--- config.mk ---
export PLATFORM = sky130hd
export DESIGN_NAME = i2c_target_regs
export DESIGN_NICKNAME = d
export VERILOG_FILES = /design/src/rtl/i2c_target_regs.sv
export SDC_FILE = /design/constraint.sdc
export NUM_CORES = 1
export LEC_CHECK = 0
export BUFFER_PORTS_ARGS = -buffer_cell sky130_fd_sc_hd__buf_2
export CAP_MARGIN = 0
export CORE_MARGIN = 2
export CORE_UTILIZATION = 64
export CTS_CLUSTER_SIZE = 25
export DETAILED_ROUTE_END_ITERATION = 10
export PLACE_DENSITY = 0.83
export SLEW_MARGIN = 25
export SYNTH_ARGS = -nofsm -noshare
export SYNTH_HDL_FRONTEND = slang
export SYNTH_SLANG_ARGS = --single-unit
export TNS_END_PERCENT = 5
--- constraint.sdc ---
create_clock -name clk -period 4.1 [get_ports clk]
set_input_delay 0.205 -clock clk [delete_from_list [all_inputs] [get_ports clk]]
set_output_delay 0.205 -clock clk [all_outputs]
set_load 0.01 [all_outputs]
--- src/rtl/i2c_target_regs.sv ---
// I2C target for the dice configuration/status register file.
// Oversamples SCL/SDA and turns bus transfers into register write strobes and read fetches.
module i2c_target_regs #(
  parameter logic [6:0] DEV_ADDR   = 7'h48,
  parameter int         FILTER_LEN = 3
) (
  input  logic       clk,
  input  logic       rst,
  input  logic       scl_in,
  input  logic       sda_in,
  output logic       sda_oe,
  output logic       wr_en,
  output logic [7:0] wr_addr,
  output logic [7:0] wr_data,
  output logic       rd_strobe,
  output logic [7:0] rd_addr,
  input  logic [7:0] rd_data,
  output logic       busy
);

  typedef enum logic [3:0] {
    ST_IDLE,
    ST_ADDR,
    ST_ADDR_ACK,
    ST_SUB,
    ST_ACK,
    ST_WDATA,
    ST_RD_LOAD,
    ST_RDATA,
    ST_RD_ACK,
    ST_IGNORE
  } state_t;

  state_t      state;
  logic [1:0]  scl_sync;
  logic [1:0]  sda_sync;
  logic [1:0]  raw;
  logic [1:0]  filt;
  logic [1:0]  filt_q;
  logic [2:0]  flt_cnt [2];
  logic        scl_f;
  logic        sda_f;
  logic        scl_rise;
  logic        scl_fall;
  logic        start_cond;
  logic        stop_cond;
  logic [3:0]  bit_cnt;
  logic [7:0]  shreg;
  logic [7:0]  rx_byte;
  logic [7:0]  tx;
  logic [7:0]  ptr;
  logic [1:0]  load_step;
  logic        rw;
  logic        ack_phase;
  logic        sda_oe_q;

  // Index 0 carries SCL, index 1 carries SDA.
  assign raw = {sda_sync[1], scl_sync[1]};

  always_ff @(posedge clk or posedge rst) begin
    if (rst) begin
      scl_sync <= 2'b11;
      sda_sync <= 2'b11;
      filt     <= 2'b11;
      filt_q   <= 2'b11;
      for (int i = 0; i < 2; i++) flt_cnt[i] <= '0;
    end else begin
      scl_sync <= {scl_sync[0], scl_in};
      sda_sync <= {sda_sync[0], sda_in};
      filt_q   <= filt;
      // A level flips only after FILTER_LEN consecutive disagreeing samples.
      for (int i = 0; i < 2; i++) begin
        if (raw[i] == filt[i]) begin
          flt_cnt[i] <= '0;
        end else if (flt_cnt[i] == 3'(FILTER_LEN - 1)) begin
          filt[i]    <= raw[i];
          flt_cnt[i] <= '0;
        end else begin
          flt_cnt[i] <= flt_cnt[i] + 3'd1;
        end
      end
    end
  end

  assign scl_f      = filt[0];
  assign sda_f      = filt[1];
  assign scl_rise   = filt[0] & ~filt_q[0];
  assign scl_fall   = ~filt[0] & filt_q[0];
  assign start_cond = ~filt[1] & filt_q[1] & scl_f;
  assign stop_cond  = filt[1] & ~filt_q[1] & scl_f;
  assign rx_byte    = {shreg[6:0], sda_f};

  always_ff @(posedge clk or posedge rst) begin
    if (rst) begin
      state     <= ST_IDLE;
      bit_cnt   <= '0;
      shreg     <= '0;
      tx        <= '0;
      ptr       <= '0;
      load_step <= '0;
      rw        <= 1'b0;
      ack_phase <= 1'b0;
      sda_oe_q  <= 1'b0;
      busy      <= 1'b0;
      wr_en     <= 1'b0;
      wr_addr   <= '0;
      wr_data   <= '0;
      rd_strobe <= 1'b0;
      rd_addr   <= '0;
    end else begin
      wr_en     <= 1'b0;
      rd_strobe <= 1'b0;
      if (start_cond) begin
        state    <= ST_ADDR;
        bit_cnt  <= '0;
        sda_oe_q <= 1'b0;
      end else if (stop_cond) begin
        state    <= ST_IDLE;
        sda_oe_q <= 1'b0;
        busy     <= 1'b0;
      end else begin
        case (state)
          ST_IDLE: ;
          ST_ADDR: if (scl_rise) begin
            shreg   <= rx_byte;
            bit_cnt <= bit_cnt + 4'd1;
            if (bit_cnt == 4'd7) begin
              bit_cnt <= '0;
              if (rx_byte[7:1] == DEV_ADDR) begin
                state     <= ST_ADDR_ACK;
                rw        <= rx_byte[0];
                busy      <= 1'b1;
                ack_phase <= 1'b0;
              end else begin
                state <= ST_IGNORE;
                busy  <= 1'b0;
              end
            end
          end
          // For reads the fetch runs during the ACK bit so bit 7 is ready at its release edge.
          ST_ADDR_ACK: if (scl_fall) begin
            if (!ack_phase) begin
              sda_oe_q  <= 1'b1;
              ack_phase <= 1'b1;
              if (rw) begin
                state     <= ST_RD_LOAD;
                load_step <= '0;
              end
            end else begin
              sda_oe_q <= 1'b0;
              bit_cnt  <= '0;
              state    <= ST_SUB;
            end
          end
          ST_SUB: if (scl_rise) begin
            shreg   <= rx_byte;
            bit_cnt <= bit_cnt + 4'd1;
            if (bit_cnt == 4'd7) begin
              ptr       <= rx_byte;
              ack_phase <= 1'b0;
              state     <= ST_ACK;
            end
          end
          ST_ACK: if (scl_fall) begin
            if (!ack_phase) begin
              sda_oe_q  <= 1'b1;
              ack_phase <= 1'b1;
            end else begin
              sda_oe_q <= 1'b0;
              bit_cnt  <= '0;
              state    <= ST_WDATA;
            end
          end
          ST_WDATA: if (scl_rise) begin
            shreg   <= rx_byte;
            bit_cnt <= bit_cnt + 4'd1;
            if (bit_cnt == 4'd7) begin
              wr_en     <= 1'b1;
              wr_addr   <= ptr;
              wr_data   <= rx_byte;
              ptr       <= ptr + 8'd1;
              ack_phase <= 1'b0;
              state     <= ST_ACK;
            end
          end
          ST_RD_LOAD: begin
            case (load_step)
              2'd0: begin
                rd_strobe <= 1'b1;
                rd_addr   <= ptr;
                load_step <= 2'd1;
              end
              2'd1: load_step <= 2'd2;
              2'd2: begin
                tx        <= rd_data;
                load_step <= 2'd3;
              end
              default: if (scl_fall) begin
                sda_oe_q <= ~tx[7];
                tx       <= {tx[6:0], 1'b0};
                bit_cnt  <= 4'd1;
                state    <= ST_RDATA;
              end
            endcase
          end
          ST_RDATA: if (scl_fall) begin
            if (bit_cnt == 4'd8) begin
              sda_oe_q <= 1'b0;
              state    <= ST_RD_ACK;
            end else begin
              sda_oe_q <= ~tx[7];
              tx       <= {tx[6:0], 1'b0};
              bit_cnt  <= bit_cnt + 4'd1;
            end
          end
          ST_RD_ACK: if (scl_rise) begin
            if (!sda_f) begin
              ptr       <= ptr + 8'd1;
              load_step <= '0;
              state     <= ST_RD_LOAD;
            end else begin
              busy  <= 1'b0;
              state <= ST_IGNORE;
            end
          end
          ST_IGNORE: ;
          default: state <= ST_IDLE;
        endcase
      end
    end
  end

  // Reset must free the bus without waiting for a clock edge.
  assign sda_oe = sda_oe_q & ~rst;

endmodule

==> results of run 1 <==
power breakdown:
group | switching (mW) | internal, mW | leakage (nW)
registers | 0.323 | 0.965 | 1.01
clock network | 0.295 | 0.321 | 0.111
logic | 0.638 | 0.492 | 1.03
metal layers:
layer | vias up | share of wire (%) | GRT usage (%)
met5 | - | 0 | 0
met4 | 0 | 1.6 | 7.154
met3 | 20 | 6.7 | 5.169
met2 | 145 | 50 | 42.30
met1 | 1502 | 41 | 34.06
li1 | 1462 | - | -
worst paths after layout:
check	endpoint	slack [ns]	depth (start not counted)
min in group clk	tx[0]	0.12	3
worst min register to register	sda_sync[1]	0.36	0
worst max-delay path	state[0]	1.61	5
worst max register to register	state[0]	1.61	5
worst min-delay path	tx[6]	0.03	2
max in group asynchronous	filt[0]	3.06	3
worst max-delay path: stages (launching register included):
cell	delay, ns
sky130_fd_sc_hd__dfrtp_1	0.90
sky130_fd_sc_hd__nand4b_1	0.42
sky130_fd_sc_hd__nor2_1	0.29
sky130_fd_sc_hd__nor4_1	0.10
sky130_fd_sc_hd__o31ai_1	0.30
sky130_fd_sc_hd__mux2_2	0.37
synth_stat cells, drive strengths merged (3+ instances only):
cell type / count / area (um2)
nor3: 11 / 60.06
ha: 7 / 87.58
o21a: 3 / 22.52
dfrtp: 69 / 1727
nand3: 18 / 90.09
nand2: 31 / 116.4
xnor2: 3 / 26.28
o21ai: 27 / 135.1
and3b: 3 / 26.28
inv: 14 / 52.55
dfstp: 8 / 210.2
xor2: 3 / 33.79
buf: 11 / 75.07
a211oi: 3 / 22.52
clkbuf: 4 / 15.01
mux2i: 13 / 130.1
nor4: 5 / 46.29
mux2: 34 / 420.4
nand3b: 4 / 30.03
and3: 4 / 25.02
nor2: 25 / 93.84
nand4: 3 / 18.77
a2bb2oi: 4 / 35.03
nor2b: 8 / 50.05
a21oi: 21 / 116.4
nand2b: 6 / 37.54
o31ai: 4 / 30.03
state kept, by name, summed over array words and instances (netlist names), 4 cells and up:
| register | flops |
|---|---|
| ptr | 8 |
| rd_addr | 8 |
| wr_addr | 8 |
| shreg | 7 |
| wr_data | 8 |
| state | 4 |
| bit_cnt | 4 |
| tx | 8 |
| flt_cnt | 6 |
layout make-up:
cell class,instances,share of cell area [%]
tap,75,2.090
sequential,77,43.14
clock inverter,5,1.449
clock buffer,11,3.372
inverter,14,1.171
timing repair buffer,44,5.295
multi-input combinational,276,43.48
logic make-up (layout without fill, tap and decap cells):
kind of cell,after synthesis,after routing,share of synthesized area (%)
fa+ha+maj,7,7,2.172
flops,77,77,48.04
compound gates,85,85,13.78
buf+inv,29,74,3.538
xor+xnor,6,6,1.490
mux,47,47,13.66
simple gates,131,131,17.32
through the flow:
step | hold slack (ns) | setup slack (ns) | cell area [um2] | util [%] | total power, mW
floorplan | 0.2095 | 1.942 | 4031 | - | 2.147
detailed placement | 0.3114 | 1.677 | 4245 | 70.86 | 2.395
CTS | 0.06476 | 1.652 | 4482 | 74.81 | 3.020
finish | 0.02727 | 1.607 | 4489 | 74.94 | 3.034
global route | 0.1161 | 1.429 | 4489 | 74.94 | 3.241
global placement | 0.3098 | 1.808 | 4245 | 70.86 | 2.352
timing repair:
action | in CTS | in global routing
setup endpoints to repair | 0 | 0
hold endpoints to repair | 2 | 0
hold buffers | 2 | 0
==> results_dict.tcl, run 1 <==
set metrics [dict create \
    critPathMaxFanout 29 \
    io_buffer_count 39 \
    cts_setup_buffers 0 \
    die_height_um 83.37 \
    final_hold_viol_count 0 \
    sequential_cell_area_in_the_final_layout_um2 1937 \
    drt_pass1_iterations 5 \
    timing.slew.headroom_pct 43.64 \
    finish.net_count 441 \
    first_global_vias 2986 \
    synth_ff_type "sky130_fd_sc_hd__dfrtp_1" \
    period_needed_ns 2.493 \
    antenna-diode-count 0 \
    tritoncts "yes" \
    synth.ff_latch_count 77 \
    clkTransAtPathRegs_ns 0.08 \
    path_class "reg -> reg" \
    ant_nets 0 \
    cts_made_buffers 9 \
    fmax_ghz 0.4010 \
    routedWlPerCell_um 17.01 \
    grt_remaining_overflow 0 \
    worst-slew-pin-transition_ns 0.8454 \
    rsz0062_at_grt "false" \
    detailedRoute.firstIterationViolations 476 \
    synth_edf_count 0 \
    gp_congestion 0.9508 \
    worstSetupStartpoint "state[0]" \
    floorplan.initialDensity_pct 67.29 \
    clock_skew_ns 0.01052 \
    design.portCount 40 \
    chipWidth_um 83.37 \
    clkLatencyLatePin_ns 0.35 \
    netlist-cell-type-count 64 \
    cap_violations 0 \
    ys_seq_area_share_pct 48.04 \
    die_area_um2 6950 \
    grt_max_degree 40 \
    postSynthAreaPerCell_um2 10.55 \
    clock_path_buffers 2 \
    crit_arrival_ns 2.72 \
    route.vias.total 3129 \
    detailedPlacementHpwl_mm 5.834 \
    floorplan.rows 28 \
    post_cts_resized 0 \
    slew_viol_final 0 \
    critical_r2r_launch "state[0]" \
    drt-vias-per-instance 6.233 \
    timing.final.setup_violations 0 \
    routed_wirelength_mm 8.541 \
    mappedNetlistArea_um2 4031 \
    finalSetupTns_ns 0 \
    max-vdd-ir-drop_uv 420.5 \
    worst_setup_path_start_kind "register" \
    clock_tree.htree_level_count 3 \
    ys_async_sr_fraction_pct 100.0 \
    post-route-period-util_pct 60.82 \
    layout-drive-gt1-share_pct 25.29 \
    cts_root_buffer "sky130_fd_sc_hd__clkbuf_8" \
    timing.critical_path.required_ns 4.33 \
    core-area_um2 5991 \
    antenna_found_initial 0 \
    end_kind "register" \
    syn-instance-count 382 \
    power_density_nw_per_um2 675.8 \
    layout-area-overhead-vs-synth_pct 11.36 \
    layout.cells.non_filler 502 \
    dp.cells 483 \
    cts_num_sinks 77 \
    syn-num-nets 401 \
    highest_count_cells_in_the_layout_ignoring_fill_and_taps "sky130_fd_sc_hd__dfrtp_1, sky130_fd_sc_hd__buf_2, sky130_fd_sc_hd__nand2_1" \
    multiInputGateArea_um2 1952 \
    status "complete, no violations" \
    detail_route.drc_violations 0 \
    fillCellCount 379 \
    holdCritPathClass "in -> async" \
    wire_length_of_the_first_global_routing_pass_mm 14.42 \
    track_usage_pct 25.43 \
    p_leak_nw 2.160 \
    final_common_cell "sky130_fd_sc_hd__dfrtp_1" \
    synth-warning-count 0 \
]
Note: power is estimated with default switching activity, not from simulation.
==> inputs of run 2 (changes only) <==
--- a/config.mk
+++ b/config.mk
@@ -8,10 +8,10 @@
 export BUFFER_PORTS_ARGS = -buffer_cell sky130_fd_sc_hd__buf_2
 export CAP_MARGIN = 0
 export CORE_MARGIN = 2
-export CORE_UTILIZATION = 64
+export CORE_UTILIZATION = 59
 export CTS_CLUSTER_SIZE = 25
 export DETAILED_ROUTE_END_ITERATION = 10
-export PLACE_DENSITY = 0.83
+export PLACE_DENSITY = 0.78
 export SLEW_MARGIN = 25
 export SYNTH_ARGS = -nofsm -noshare
 export SYNTH_HDL_FRONTEND = slang
==> constraint.sdc (replaced) <==
create_clock -name clk -period 2.6 [get_ports clk]
set_input_delay 0.13 -clock clk [delete_from_list [all_inputs] [get_ports clk]]
set_output_delay 0.13 -clock clk [all_outputs]
set_load 0.01 [all_outputs]
==> run 2 against run 1 <==
First-iteration DRC count shrank 43%; highest routed layer unchanged; cell count grew 2.0%; non-clock buffer count grew 5; clock skew shrank 0.0018 ns; critical path type unchanged; critical endpoint is now tx[3]; largest power group unchanged; sequential share of layout area shrank 0.53 points; clock power grew 60%.
==> results_dict.tcl, run 2 (synthesis gave the netlist of run 1 again) <==
set metrics [dict create \
    r2r.worst_path.cells 4 \
    ant_nets 0 \
    cp_slowest_stage_delay_ns 0.77 \
    cap_violations 0 \
    rsz0062_at_grt "false" \
    grt_remaining_overflow 0 \
    finalSetupTns_ns 0 \
    critical-path-slowest-cell "sky130_fd_sc_hd__dfrtp_1" \
    ff2ff_setup_slack_ns 0.39 \
    wire_length_of_the_first_global_routing_pass_mm 14.25 \
    core-area_um2 6719 \
    crit_chain "nand4b_1, nor2_1, o211ai_1, o21ai_0" \
    cts_made_buffers 9 \
    antenna_found_initial 0 \
    worstSetupStartpoint "state[3]" \
    hold-path-cell-count 3 \
    clock_path_buffers 2 \
    antenna-diode-count 0 \
    floorplan.initialDensity_pct 60.00 \
    first_global_vias 2953 \
    grt_max_degree 51 \
    worst_setup_path_start_kind "register" \
    rr_endpoint "tx[3]" \
    floorplan.rows 30 \
    sequential_cell_area_in_the_final_layout_um2 1937 \
    die_height_um 86.66 \
    tritoncts "yes" \
    drt_pass1_iterations 4 \
    path_class "reg -> reg" \
    fillCellCount 502 \
    detailedRoute.firstIterationViolations 269 \
    timing.critical_path.required_ns 2.79 \
    timing.final.setup_violations 0 \
    critPathMaxFanout 23 \
    drt-vias-per-instance 6.002 \
    timing.slew.headroom_pct 41.93 \
    critical_r2r_launch "state[3]" \
    fmax_ghz 0.4535 \
    routedWlPerCell_um 16.81 \
    routed_wirelength_mm 8.605 \
    clkTransAtPathRegs_ns 0.08 \
    layout-area-overhead-vs-synth_pct 12.76 \
    final_common_cell "sky130_fd_sc_hd__dfrtp_1" \
    gp_congestion 0.8875 \
    final_hold_viol_count 0 \
    report.power.total_mw 4.851 \
    cts_num_sinks 77 \
    holdCritPathClass "in -> reg" \
    design.portCount 40 \
    multiInputGateArea_um2 1952 \
    clock_tree.htree_level_count 3 \
    slew_viol_final 0 \
    layout-drive-gt1-share_pct 25.69 \
    chipWidth_um 86.66 \
    end_kind "register" \
    setup_slack_ns 0.3948 \
    worst-slew-pin-transition_ns 0.8672 \
    detail_route.drc_violations 0 \
    crit_arrival_ns 2.40 \
    finish.net_count 446 \
    status "complete, no violations" \
    die_area_um2 7510 \
    route.vias.total 3073 \
    post-place-ws_ns 0.3917 \
    post_cts_resized 0 \
    power_density_nw_per_um2 1067 \
    max-vdd-ir-drop_uv 525.2 \
    period_needed_ns 2.205 \
    cts_setup_buffers 0 \
    highest_count_cells_in_the_layout_ignoring_fill_and_taps "sky130_fd_sc_hd__dfrtp_1, sky130_fd_sc_hd__buf_2, sky130_fd_sc_hd__nand2_1" \
    crit_end "tx[3]" \
    post-route-period-util_pct 84.82 \
    clock_skew_ns 0.008687 \
    track_usage_pct 24.32 \
    cts_root_buffer "sky130_fd_sc_hd__clkbuf_8" \
    clkLatencyLatePin_ns 0.35 \
    p_leak_nw 2.184 \
    io_buffer_count 39 \
    detailedPlacementHpwl_mm 5.882 \
]
-- run 2: changes by cell type in the layout (fill, tap and decap cells not counted), moves of 2 or more --
cell,delta
sky130_fd_sc_hd__buf_4,+4
sky130_fd_sc_hd__clkbuf_8,-2
sky130_fd_sc_hd__clkinv_2,+2
sky130_fd_sc_hd__clkinv_4,-2
-- run 2: through the flow --
stage	hold slack, ns	area, um2	std cells	util [%]
after CTS	0.03799	4546	512	67.65
final	0.03764	4546	512	67.65
after detailed placement	0.2362	4302	493	64.02
after floorplan	0.1345	4031	382	-
after global routing	0.03877	4546	512	67.65
after global placement	0.2357	4302	493	64.02
-- run 2: metal layers --
metal | vias up | GRT usage, % | share of wire, %
met5 | - | 0 | 0
met2 | 92 | 38.74 | 48
met3 | 14 | 6.000 | 5.1
met1 | 1494 | 33.10 | 45
li1 | 1473 | - | -
met4 | 0 | 7.386 | 1.7
-- run 2: area by class of cell --
class | instances | area share [%]
multi-input combinational | 276 | 42.94
sequential | 77 | 42.61
timing repair buffer | 49 | 6.386
clock buffer | 10 | 2.808
tap | 80 | 2.202
clock inverter | 6 | 1.899
inverter | 14 | 1.156
-- run 2: worst min path at each step --
stage	from	end
3_5_place_dp	rst	sda_oe_q
3_3_place_gp	rst	sda_oe_q
5_1_grt	rd_data[0]	tx[0]
6_report	rd_data[0]	tx[0]
2_1_floorplan	scl_in	scl_sync[0]
4_1_cts	rd_data[0]	tx[0]
-- run 2: timing repair --
item / CTS / global route
setup endpoints to repair: 0 / 0
hold buffers: 3 / 0
hold endpoints to repair: 21 / 0
-- run 2: power by group --
part / internal, mW / leakage (nW) / switching (mW)
Clock: 0.541 / 0.107 / 0.447
Combinational: 0.806 / 1.06 / 1.11
Sequential: 1.53 / 1.01 / 0.418
Total: 2.87 / 2.18 / 1.98
-- run 2: critical path: cells and delay by family (launching register included) --
kind / cells / cell delay, ns
flip-flops: 1 / 0.77
AND/OR/NAND/NOR: 2 / 0.34
AO/OA/AOI/OAI: 2 / 0.93
